--- src/rtl/conversor_if.sv ---
// Signal bundle for the serial-to-parallel converter. The stimulus side drives
// the serial bit and the patterns. The converter returns the flags, frame and serial echo.
interface conversor_if #(
  parameter int W = 4
);
  logic         entrada_serie;
  logic [W-1:0] patron_A;
  logic [W-1:0] patron_B;
  logic [W-1:0] patron_C;
  logic         out_A;
  logic         out_B;
  logic         out_C;
  logic [W-1:0] out_par;
  logic         out_serie;

  modport master (
    output entrada_serie, patron_A, patron_B, patron_C,
    input  out_A, out_B, out_C, out_par, out_serie
  );

  modport slave (
    input  entrada_serie, patron_A, patron_B, patron_C,
    output out_A, out_B, out_C, out_par, out_serie
  );
endinterface

--- src/rtl/conversor.sv ---
// Serial-to-parallel converter with a three-pattern sliding-window detector.
// Each completed W-bit frame is also re-emitted serially, MSB first.
module conversor #(
  parameter int W = 4
) (
  input  logic       clk,
  input  logic       rst,
  conversor_if.slave bus
);
  localparam int FW = $clog2(W + 1);
  localparam int CW = (W > 1) ? $clog2(W) : 1;

  logic [W-1:0]  r_sr;
  logic [W-1:0]  r_tx;
  logic [W-1:0]  r_par;
  logic [FW-1:0] r_fill;
  logic [CW-1:0] r_fc;
  logic [2:0]    r_flag;

  logic [W-1:0]  w_sr_n;
  logic [FW-1:0] w_fill_n;
  logic          w_full;
  logic          w_frame_end;
  logic [W-1:0]  w_pat [3];
  logic [2:0]    w_hit;

  always_comb begin
    w_sr_n      = {r_sr[W-2:0], bus.entrada_serie};
    w_fill_n    = (r_fill == FW'(W)) ? r_fill : r_fill + FW'(1);
    w_full      = (w_fill_n == FW'(W));
    w_frame_end = (r_fc == CW'(W - 1));
  end

  assign w_pat[0] = bus.patron_A;
  assign w_pat[1] = bus.patron_B;
  assign w_pat[2] = bus.patron_C;

  // A match only counts once the window holds W real samples, not reset zeros.
  genvar gi;
  generate
    for (gi = 0; gi < 3; gi++) begin : g_match
      assign w_hit[gi] = w_full && (w_sr_n == w_pat[gi]);
    end
  endgenerate

  always_ff @(posedge clk) begin
    if (rst) begin
      r_sr   <= '0;
      r_tx   <= '0;
      r_par  <= '0;
      r_fill <= '0;
      r_fc   <= '0;
      r_flag <= '0;
    end else begin
      r_sr   <= w_sr_n;
      r_fill <= w_fill_n;
      r_flag <= w_hit;
      r_fc   <= w_frame_end ? '0 : r_fc + CW'(1);
      // Frames are back-to-back, so a new load always replaces the last shifted bit.
      if (w_frame_end) begin
        r_par <= w_sr_n;
        r_tx  <= w_sr_n;
      end else begin
        r_tx  <= {r_tx[W-2:0], 1'b0};
      end
    end
  end

  assign bus.out_A     = r_flag[0];
  assign bus.out_B     = r_flag[1];
  assign bus.out_C     = r_flag[2];
  assign bus.out_par   = r_par;
  assign bus.out_serie = r_tx[W-1];
endmodule

--- src/flat_wrapper.sv ---
// flat-port wrapper written by rule: the top's interface ports become plain ports
module conversor_flat 
#(
  parameter int W = 4
)
  (clk, rst, bus_entrada_serie, bus_patron_A, bus_patron_B, bus_patron_C, bus_out_A, bus_out_B, bus_out_C, bus_out_par, bus_out_serie);
  conversor_if #(.W(W)) bus_i ();
  input  logic clk;
  input  logic rst;
  input wire logic [$bits(bus_i.entrada_serie)-1:0] bus_entrada_serie;
  input wire logic [$bits(bus_i.patron_A)-1:0] bus_patron_A;
  input wire logic [$bits(bus_i.patron_B)-1:0] bus_patron_B;
  input wire logic [$bits(bus_i.patron_C)-1:0] bus_patron_C;
  output wire logic [$bits(bus_i.out_A)-1:0] bus_out_A;
  output wire logic [$bits(bus_i.out_B)-1:0] bus_out_B;
  output wire logic [$bits(bus_i.out_C)-1:0] bus_out_C;
  output wire logic [$bits(bus_i.out_par)-1:0] bus_out_par;
  output wire logic [$bits(bus_i.out_serie)-1:0] bus_out_serie;
  assign bus_i.entrada_serie = bus_entrada_serie;
  assign bus_i.patron_A = bus_patron_A;
  assign bus_i.patron_B = bus_patron_B;
  assign bus_i.patron_C = bus_patron_C;
  assign bus_out_A = bus_i.out_A;
  assign bus_out_B = bus_i.out_B;
  assign bus_out_C = bus_i.out_C;
  assign bus_out_par = bus_i.out_par;
  assign bus_out_serie = bus_i.out_serie;
  conversor #(.W(W)) u_core (.clk(clk), .rst(rst), .bus(bus_i));
endmodule
--- config.mk ---
export PLATFORM = sky130hd
export DESIGN_NAME = conversor_flat
export DESIGN_NICKNAME = d
export VERILOG_FILES = /design/src/rtl/conversor_if.sv /design/src/rtl/conversor.sv /design/src/flat_wrapper.sv
export SDC_FILE = /design/constraint.sdc
export NUM_CORES = 1
export LEC_CHECK = 0
export CORE_ASPECT_RATIO = 0.5
export CORE_MARGIN = 3
export CORE_UTILIZATION = 30
export DETAILED_ROUTE_END_ITERATION = 8
export DONT_BUFFER_PORTS = 1
export PLACE_DENSITY = 0.52
export RECOVER_POWER = 25
export SKIP_CTS_REPAIR_TIMING = 1
export SYNTH_ARGS = -nofsm -noshare
export SYNTH_HDL_FRONTEND = slang
export SYNTH_SLANG_ARGS = --single-unit
--- constraint.sdc ---
create_clock -name clk -period 1.15 [get_ports clk]
set_input_delay 0.0575 -clock clk [delete_from_list [all_inputs] [get_ports clk]]
set_output_delay 0.0575 -clock clk [all_outputs]
set_load 0.05 [all_outputs]
# --- Word level (Yosys, flattened, before mapping) ---
# Index checks and enable logic that the tools add are counted.
word_totals:
  input_bits: 15
  register_bits: 19
op_classes:
  n_eq_ne: 6
  mux: 2
  n_bitwise: 1
  n_reduce_logical: 5
  n_addsub: 2
op_table:
  columns: ["op", "count"]
  rows:
  - ["equality test 4 bit", 3]
  - ["equality test 3 bit, second input constant", 2]
  - ["2-to-1 mux 4 bit", 1]
  - ["OR reduction 2 bit", 2]
  - ["adder 3 x 1 -> 3 bit, second input constant", 1]
  - ["logical AND 1 bit", 3]
  - ["2-to-1 mux 3 bit", 1]
  - ["adder 2 x 1 -> 2 bit, second input constant", 1]
  - ["equality test 2 bit, second input constant", 1]
  - ["inverter 1 bit", 1]

# --- Depth between registers and ports, before layout ---
# Gate-level depths: netlist of run 1.
logic_depth:
  depth_word: 4
  depth_mapped: 5

# --- Least setup slack after synthesis of run 1 ---
# Ideal clock, no wire load.
synth_timing:
  path_kind: "register to register"
  from: "reg u_core.r_fill[0]"
  to: "reg u_core.r_flag[0]"
  setup_ns: 0.127
  arrival_ns: 1.027
  synth_period_minus_slack_ns: 1.154
  path_stages_with_launch: 6
  path_slack_ns: -0.004
  n_path_buf: 0
  t_required_ns: 1.023
  path_cell_list: "dfxtp_1 -> inv_1 -> ha_1 -> nor3b_2 -> o311ai_2 -> nor2_1"
synth_via:
  elab_chain_len: 4
synth_rtl:
  columns: ["element", "line", "rtl"]
  rows:
  - ["start, declared", "conversor.sv:16", "logic [FW-1:0] r_fill;"]
  - ["start signal, assigned", "conversor.sv:56", "r_fill <= w_fill_n;"]
  - ["adder 3 x 1 -> 3 bit or equality test 3 bit (tied branches)", "conversor.sv:29", "w_fill_n = (r_fill == FW'(W)) ? r_fill : r_fill + FW'(1);"]
  - ["2-to-1 mux 3 bit *", "conversor.sv:29", null]
  - ["equality test 3 bit *", "conversor.sv:30", "w_full = (w_fill_n == FW'(W));"]
  - ["logical AND 1 bit *", "conversor.sv:42", "assign w_hit[gi] = w_full && (w_sr_n == w_pat[gi]);"]
  - ["end signal, assigned", "conversor.sv:57", "r_flag <= w_hit;"]
  - ["end, declared", "conversor.sv:18", "logic [2:0] r_flag;"]
# Mark *: on every way between the ends. The rest lies on a longest branch, timed or not.
# A chain may end at the register's enable or synchronous reset.

# --- Worst setup path in the final report of run 1 ---
layout_timing:
  from: "reg u_core.r_fill[0]"
  to: "reg u_core.r_flag[1]"
# The elaborated chain is that of the path after synthesis.

==> results of run 1 <==
## where the power goes
part	total [mW]	switching, mW	internal [mW]	leakage (nW)
Clock	0.439	0.194	0.245	0.0228
Combinational	0.200	0.0871	0.113	0.160
Sequential	0.725	0.0340	0.691	0.156
Total	1.36	0.315	1.05	0.338
## worst max-delay path by stage
stage | from | to | slack (ps) | cells past startpoint
finish | u_core.r_fill[0] | u_core.r_flag[1] | -10 | 4
floorplan | u_core.r_fill[0] | u_core.r_flag[0] | 10 | 4
global route | u_core.r_fill[0] | u_core.r_flag[1] | -70 | 4
detailed placement | u_core.r_fill[0] | u_core.r_flag[2] | -70 | 4
CTS | u_core.r_fill[0] | u_core.r_flag[2] | -90 | 4
global placement | u_core.r_fill[0] | u_core.r_flag[0] | -30 | 4
## worst max-delay path: stages (launching register included)
cell,delay (ps)
dfxtp_4,360
ha_4,170
nor2b_4,130
o311ai_4,310
nor2_1,80
## area by class of cell
type | count | area (um^2) | share of cell area (%)
multi-input combinational | 56 | 434.2 | 43.98
sequential | 19 | 385.4 | 39.04
timing repair buffer | 9 | 71.32 | 7.224
clock buffer | 4 | 45.04 | 4.563
tap | 35 | 43.79 | 4.436
inverter | 2 | 7.507 | 0.7605
## routing by layer
metal	global-route usage, %	part of all wire (%)
met5	0	0
met4	3.136	1.1
met3	4.292	3.1
met2	14.80	51
met1	8.301	45
## logic make-up (layout without fill, tap and decap cells)
family / count (synthesis) / after routing / share of synthesized area (%)
and+or+nand+nor: 31 / 31 / 21.80
DFF: 19 / 19 / 48.72
xor gates and xnor gates: 12 / 12 / 13.46
AOI/OAI and AO/OA: 9 / 9 / 7.693
buffers and inverters: 4 / 15 / 2.244
adders and majority gates: 3 / 3 / 4.808
muxes: 1 / 1 / 1.282
## state kept, by name (all words and copies together) (netlist names)
register	count
u_core.bus.out_par	4
u_core.r_flag	3
u_core.r_fc	2
u_core.r_sr	3
u_core.r_tx	4
u_core.r_fill	3
## cell usage in the layout, fill, tap and decap left out
cell type / instances
xnor2_1: 12
and2_1: 1
dfxtp_2: 1
clkbuf_1: 1
nand2b_1: 6
nor2b_1: 4
nor2b_4: 1
nor3_1: 2
dlygate4sd3_1: 1
nand2_1: 4
nor2_1: 6
nand3_1: 1
nor3b_1: 1
nor3b_4: 1
clkbuf_8: 3
a21oi_1: 7
inv_2: 1
o311ai_4: 1
clkbuf_2: 1
inv_1: 1
dfxtp_1: 17
ha_1: 1
mux2i_1: 1
buf_4: 6
buf_6: 1
nor2_2: 1
nand4_1: 3
ha_4: 2
a21o_2: 1
dfxtp_4: 1
## synth_stat cells
master | count | area share [%]
nand2b_1 | 6 | 4.8
nor2b_1 | 5 | 4.0
a21oi_1 | 7 | 4.5
xnor2_1 | 12 | 13
a21o_2 | 1 | 1.1
nor2_1 | 7 | 3.4
nand2_1 | 4 | 1.9
nor3b_1 | 1 | 0.96
inv_1 | 2 | 0.96
nand4_1 | 3 | 2.4
nor3_1 | 2 | 1.3
buf_2 | 2 | 1.3
ha_1 | 3 | 4.8
dfxtp_1 | 19 | 49
and2_1 | 1 | 0.80
nor3b_2 | 1 | 1.6
mux2i_1 | 1 | 1.3
nand3_1 | 1 | 0.64
o311ai_2 | 1 | 2.1
## per-stage QoR
step                setup WS (ps)  hold slack (ps)  setup TNS, ps  total power, mW
finish                     -14.46           -134.9         -14.46            1.364
CTS                        -85.64           -135.7         -244.6            1.337
global placement           -26.17            130.8         -60.76           0.8772
detailed placement         -73.61            132.1         -207.0           0.8855
global route               -67.71           -152.1         -125.3            1.448
floorplan                   10.58            129.1              0           0.8559
==> impl_metrics.csv, run 1 <==
group,metric,value,unit
pwr,p_leak,0.3381,nW
setup_path,worst-path-max-fanout,4,
outcome,outcome,"finished with violations",
placement,port-buffer-count,0,
clocking,clk_latency,240,ps
min_path,min_path_type,"in -> reg",
routing,route.detailed.drc,0,
floorplan,die_y,42.08,um
logic_synthesis,syn-cell-area,780.7,um^2
routing,drt-initial-drc-count,7,
timing,fin_ws,-14.46,ps
clocking,clk_pin_slew,60,ps
grt,first_global_vias,520,
setup_path,worstPathRequired,1280,ps
clocking,h-tree-depth,1,
setup_path,arrival,1300,ps
setup_path,r2r-end,"u_core.r_flag[1]",
clocking,cts_tree,"yes",
logic_synthesis,syn_avg_cell_area,9.883,um^2
min_path,hp-start,"rst",
setup_path,r2r_slack,-10,ps
routing,num_vias,530,
logic_synthesis,ys_types,19,
setup_path,ff2ff_path_depth,4,
outcome,violations,"negative hold slack, negative setup slack",
grt,overflow,0,
floorplan,rows,12,
logic_synthesis,ys_seq_area_share,48.72,%
setup_path,critPathLaunchType,"flop",
clocking,ctsRootBufferMaster,"clkbuf_8",
final_layout,antenna_cells,0,
logic_synthesis,yosysWarningCount,0,
timing,fmax,0.8588,GHz
setup_path,crit_type,"reg -> reg",
floorplan,pin_count,23,
timing,slew_headroom,67.81,%
setup_path,crit-reg2reg-launch,"u_core.r_fill[0]",
pwr,p_per_area,1382,nW/um^2
grt,antenna_found_initial,0,
timing,grt_setup_unrepaired,"true",
clocking,clk_path_buf_depth,2,
floorplan,fp.dieW,78.15,um
routing,dr.pass1.iters,2,
grt,grt_usage,8.288,%
routing,routedWlPerCell,10.75,um
min_path,min_path_cells,1,
timing,slew_violations,0,
final_layout,finalInstanceArea,987.2,um^2
timing,fin_worst_skew,1.748,ps
placement,dp.cells,118,
pwr,peakVddDrop,0.0003563,V
logic_synthesis,syn-num-nets,97,
timing,setup_viol,1,
logic_synthesis,synthCells,79,
final_layout,final_util,42.15,%
placement,dpl-instance-area,862.1,um^2
grt,grt_first_pass_wirelength,2132,um
setup_path,end_kind,"flop",
final_layout,finalNonFillerCells,125,
logic_synthesis,synth_seq_cells,19,
floorplan,die_area,3288,um^2
routing,wl,1344,um
routing,ant_nets,0,
timing,fin_crit,1164,ps
routing,via_per_inst,4.240,
timing,tightest_slew,482.2,ps
timing,timing.final.crit_share,101.3,%
final_layout,area_delta_synth_final,26.44,%
floorplan,core_area,2342,um^2
grt,grt_max_degree,17,
placement,gp_congestion,0.6989,
clocking,clock-sinks,19,
run,cap_violations,0,
min_path,hold_end,"u_core.r_fill[0]",
placement,post-dp-hpwl,1047,um
floorplan,start_util,33.33,%
clocking,cts_buffers,3,
timing,hold-worst-slack,-134.9,ps
final_layout,finalNetCount,109,
final_layout,nFillCells,239,
final_layout,drive_gt1_share,23.33,%
timing,hold_viol_final,15,
Note: power is estimated with default switching activity, not from simulation.
==> run 2, diff against run 1 <==
- CTS_BUF_LIST: unset -> sky130_fd_sc_hd__clkbuf_2 sky130_fd_sc_hd__clkbuf_4 sky130_fd_sc_hd__clkbuf_8
==> impl_metrics.csv, run 2 (synthesized netlist as in run 1, its figures left out) <==
group,metric,value,unit
outcome,outcome,"finished with violations",
outcome,violations,"negative hold slack, negative setup slack",
clocking,cts_tree,"yes",
routing,via_per_inst,4.240,
final_layout,mostFrequentLayoutCell,"dfxtp_1",
timing,grt_setup_unrepaired,"true",
routing,ant_nets,0,
grt,overflow,0,
routing,dr.pass1.iters,2,
timing,fin_worst_skew,1.856,ps
placement,dp.cells,118,
final_layout,drive_gt1_share,24.44,%
grt,grt_first_pass_wirelength,2132,um
pwr,switching_share,22.72,%
timing,tightest_slew,482.2,ps
pwr,p_leak,0.3416,nW
clocking,cts_buffers,3,
final_layout,multi_input_area,434.2,um^2
clocking,clock-sinks,19,
final_layout,finalNonFillerCells,125,
final_layout,area_delta_synth_final,26.92,%
timing,timing.final.crit_share,101.3,%
setup_path,worst-path-max-fanout,4,
timing,slew_headroom,67.81,%
floorplan,rows,12,
run,cap_violations,0,
placement,gp_congestion,0.6989,
setup_path,end_kind,"flop",
floorplan,core_area,2342,um^2
setup_path,worstPathRequired,1280,ps
timing,slew_violations,0,
timing,hold_viol_final,15,
clocking,clk_latency,240,ps
final_layout,finalNetCount,109,
grt,first_global_vias,520,
setup_path,max_stage_delay,360,ps
pwr,p_per_area,1401,nW/um^2
setup_path,critPathSlowestCell,"dfxtp_4",
placement,post-dp-hpwl,1047,um
floorplan,die_area,3288,um^2
setup_path,critical_path_buf_inv_count,0,
pwr,peakVddDrop,0.0003739,V
min_path,min_path_type,"in -> reg",
clocking,clk_path_buf_depth,2,
routing,num_vias,530,
final_layout,final_cell_mix,"dfxtp_1, xnor2_1, a21oi_1",
pwr,combPwrFrac,14.4,%
setup_path,critPathLaunchType,"flop",
placement,dp_slack,-73.61,ps
routing,routedWlPerCell,10.76,um
pwr,p_int,1.073,mW
setup_path,crit_chain,"ha_4 -> nor2b_4 -> o311ai_4 -> nor2_1",
grt,grt_usage,8.288,%
pwr,p_clk_share,33.4,%
timing,fmax,0.8588,GHz
timing,fin_ws,-14.46,ps
clocking,h-tree-depth,1,
pwr,seq_power_share,52.2,%
routing,route.detailed.drc,0,
final_layout,nFillCells,238,
routing,drt-initial-drc-count,7,
floorplan,pin_count,23,
timing,fin_crit,1164,ps
setup_path,crit_type,"reg -> reg",
final_layout,seq_area,385.4,um^2
placement,port-buffer-count,0,
floorplan,fp.dieW,78.15,um
routing,wl,1345,um
timing,setup_viol,1,
clocking,ctsRootBufferMaster,"clkbuf_8",
final_layout,antenna_cells,0,
pwr,netSwitchingPower,315.4,uW
clocking,clk_pin_slew,60,ps
grt,antenna_found_initial,0,
floorplan,start_util,33.33,%
timing,hold-worst-slack,-134.9,ps
setup_path,critical-path-top-delay-family,"flip-flops",
floorplan,die_y,42.08,um
grt,grt_max_degree,17,
setup_path,arrival,1300,ps
run 2: final timing paths:
kind               startpoint                to  slack, ps  depth (start not counted)
max reg2reg  u_core.r_fill[0]  u_core.r_flag[1]        -10                          4
max          u_core.r_fill[0]  u_core.r_flag[1]        -10                          4
min                       rst  u_core.r_fill[0]       -130                          1
min reg2reg    u_core.r_fc[0]    u_core.r_fc[0]        430                          1
run 2: area by class of cell:
type	count	area share (%)
clock buffer	4	4.924
inverter	2	0.7576
multi-input combinational	56	43.81
sequential	19	38.89
tap	35	4.419
timing repair buffer	9	7.197
run 2: layer usage:
layer  vias up  wire [um]  track usage, %
li1        280          -               -
met1       242        602           8.301
met2         6        685           14.80
met3         2         42           4.292
met4         0         15           3.136
met5         -          0               0
run 2: power by group through the flow:
stage               sequential, mW  combinational (mW)  clock (mW)
finish                       0.725               0.200       0.463
floorplan                    0.736               0.120           0
global placement             0.729               0.148           0
CTS                          0.717               0.155       0.489
global route                 0.728               0.223       0.521
detailed placement           0.732               0.153           0
run 2: metrics by stage:
stage	hold slack, ps	util (%)	cell area, um^2	setup TNS [ps]	total power, mW
finish	-134.9	42.31	991.0	-14.46	1.388
global placement	130.8	36.81	862.1	-60.76	0.8772
CTS	-135.7	38.89	910.9	-244.6	1.361
floorplan	129.1	-	783.3	0	0.8559
detailed placement	132.1	36.81	862.1	-207.0	0.8855
global route	-152.1	42.31	991.0	-125.3	1.472
==> run 3, diff against run 2 <==
- PLACE_DENSITY: 0.52 -> unset
==> impl_metrics.csv, run 3 (synthesized netlist as in run 1, its figures left out) <==
group,metric,value,unit
outcome,outcome,"finished, final reports clean",
final_layout,final_cell_mix,"dfxtp_1, xnor2_1, a21oi_1, nor2_1, nand2b_1",
setup_path,arrival,1290,ps
placement,gp_congestion,0.7929,
clocking,h-tree-depth,1,
pwr,peakVddDrop,0.0003557,V
floorplan,pin_count,23,
timing,hold_viol_final,0,
grt,first_global_vias,509,
pwr,netSwitchingPower,329.7,uW
grt,overflow,0,
timing,fin_worst_skew,1.048,ps
placement,port-buffer-count,0,
timing,fmax,0.8709,GHz
setup_path,worst-path-max-fanout,4,
timing,slew_violations,0,
setup_path,crit_type,"reg -> reg",
final_layout,finalNetCount,111,
pwr,p_leak,0.3466,nW
clocking,clk_pin_slew,60,ps
pwr,combPwrFrac,15.1,%
pwr,p_int,1.075,mW
clocking,cts_buffers,3,
setup_path,end_kind,"flop",
timing,timing.final.crit_share,99.85,%
pwr,seq_power_share,51.6,%
setup_path,max_stage_delay,360,ps
routing,ant_nets,0,
clocking,clk_latency,250,ps
timing,fin_ws,1.696,ps
timing,slew_headroom,62.28,%
grt,grt_first_pass_wirelength,2297,um
routing,routedWlPerCell,11.87,um
timing,fin_crit,1148,ps
grt,antenna_found_initial,0,
pwr,switching_share,23.46,%
routing,num_vias,551,
routing,via_per_inst,4.339,
setup_path,worstPathRequired,1290,ps
setup_path,critPathLaunchType,"flop",
setup_path,critPathSlowestCell,"dfxtp_4",
pwr,power,1.405,mW
floorplan,fp.dieW,78.15,um
routing,wl,1507,um
min_path,min_path_type,"in -> reg",
clocking,ctsRootBufferMaster,"clkbuf_8",
routing,drt-initial-drc-count,22,
floorplan,start_util,33.33,%
clocking,clk_path_buf_depth,2,
clocking,cts_tree,"yes",
routing,dr.pass1.iters,4,
floorplan,die_area,3288,um^2
floorplan,core_area,2342,um^2
clocking,clock-sinks,19,
timing,tightest_slew,563.9,ps
final_layout,area_delta_synth_final,28.04,%
floorplan,rows,12,
timing,setup_viol,0,
final_layout,drive_gt1_share,23.91,%
pwr,p_per_area,1405,nW/um^2
timing,hold-worst-slack,0.6488,ps
floorplan,die_y,42.08,um
run,cap_violations,0,
grt,grt_max_degree,17,
timing,grt_setup_unrepaired,"true",
placement,dp_slack,-69.18,ps
placement,post-dp-hpwl,1090,um
setup_path,crit_chain,"ha_4 -> nor2b_4 -> o311ai_4 -> nor2_1",
final_layout,mostFrequentLayoutCell,"dfxtp_1",
final_layout,antenna_cells,0,
routing,route.detailed.drc,0,
pwr,p_clk_share,33.3,%
grt,grt_usage,9.476,%
final_layout,final_util,42.68,%
[run 3: changes by cell type in the layout (fill, tap and decap cells not counted)]
cell,change
clkbuf_2,+3
dlygate4sd3_1,+2
buf_6,-1
buf_4,-2
[run 3: final cells by class]
class	instances	area (um^2)
repair buffers	11	80.08
well taps	35	43.79
flip-flops and latches	19	385.4
clock buffers	4	48.80
fillers	249	1343
multi-input cells	56	434.2
inverters	2	7.507
[run 3: path summary, 6_finish.rpt]
check | from | end | slack [ps] | cells after the start
hold / removal | bus_patron_B[2] | u_core.r_flag[1] | 0.6 | 3
setup reg to reg | u_core.r_fill[0] | u_core.r_flag[2] | 2 | 4
hold reg to reg | u_core.r_fc[0] | u_core.r_fc[0] | 430 | 1
setup / recovery | u_core.r_fill[0] | u_core.r_flag[2] | 2 | 4
[run 3: per-stage QoR]
stage | setup TNS [ps] | cells | area, um^2
after floorplan | 0 | 79 | 783.3
after global placement | -39.60 | 120 | 877.1
after detailed placement | -168.4 | 120 | 877.1
after CTS | -202.8 | 124 | 925.9
after global routing | -93.49 | 127 | 999.7
final | 0 | 127 | 999.7
[run 3: routing by layer]
metal	vias up	routed length [um]	track usage [%]	part of all wire (%)
met4	0	0	3.136	0
met5	-	0	0	0
li1	287	-	-	-
met3	0	90	4.936	6.0
met1	250	736	11.51	49
met2	14	680	14.46	45
[run 3: worst max-delay path: cells and delay by family (launching register included)]
family                   cells  cell delay (ps)
AO/OA/AOI/OAI                1              300
adder cells (fa/ha/maj)      1              170
flip-flops                   1              360
AND/OR/NAND/NOR              2              200
[run 3: power by group through the flow]
stage	combinational, mW	sequential, mW	clock [mW]
after floorplan	0.120	0.736	0
after global placement	0.156	0.732	0
after detailed placement	0.161	0.732	0
after CTS	0.162	0.717	0.485
after global routing	0.231	0.729	0.515
final	0.212	0.725	0.468
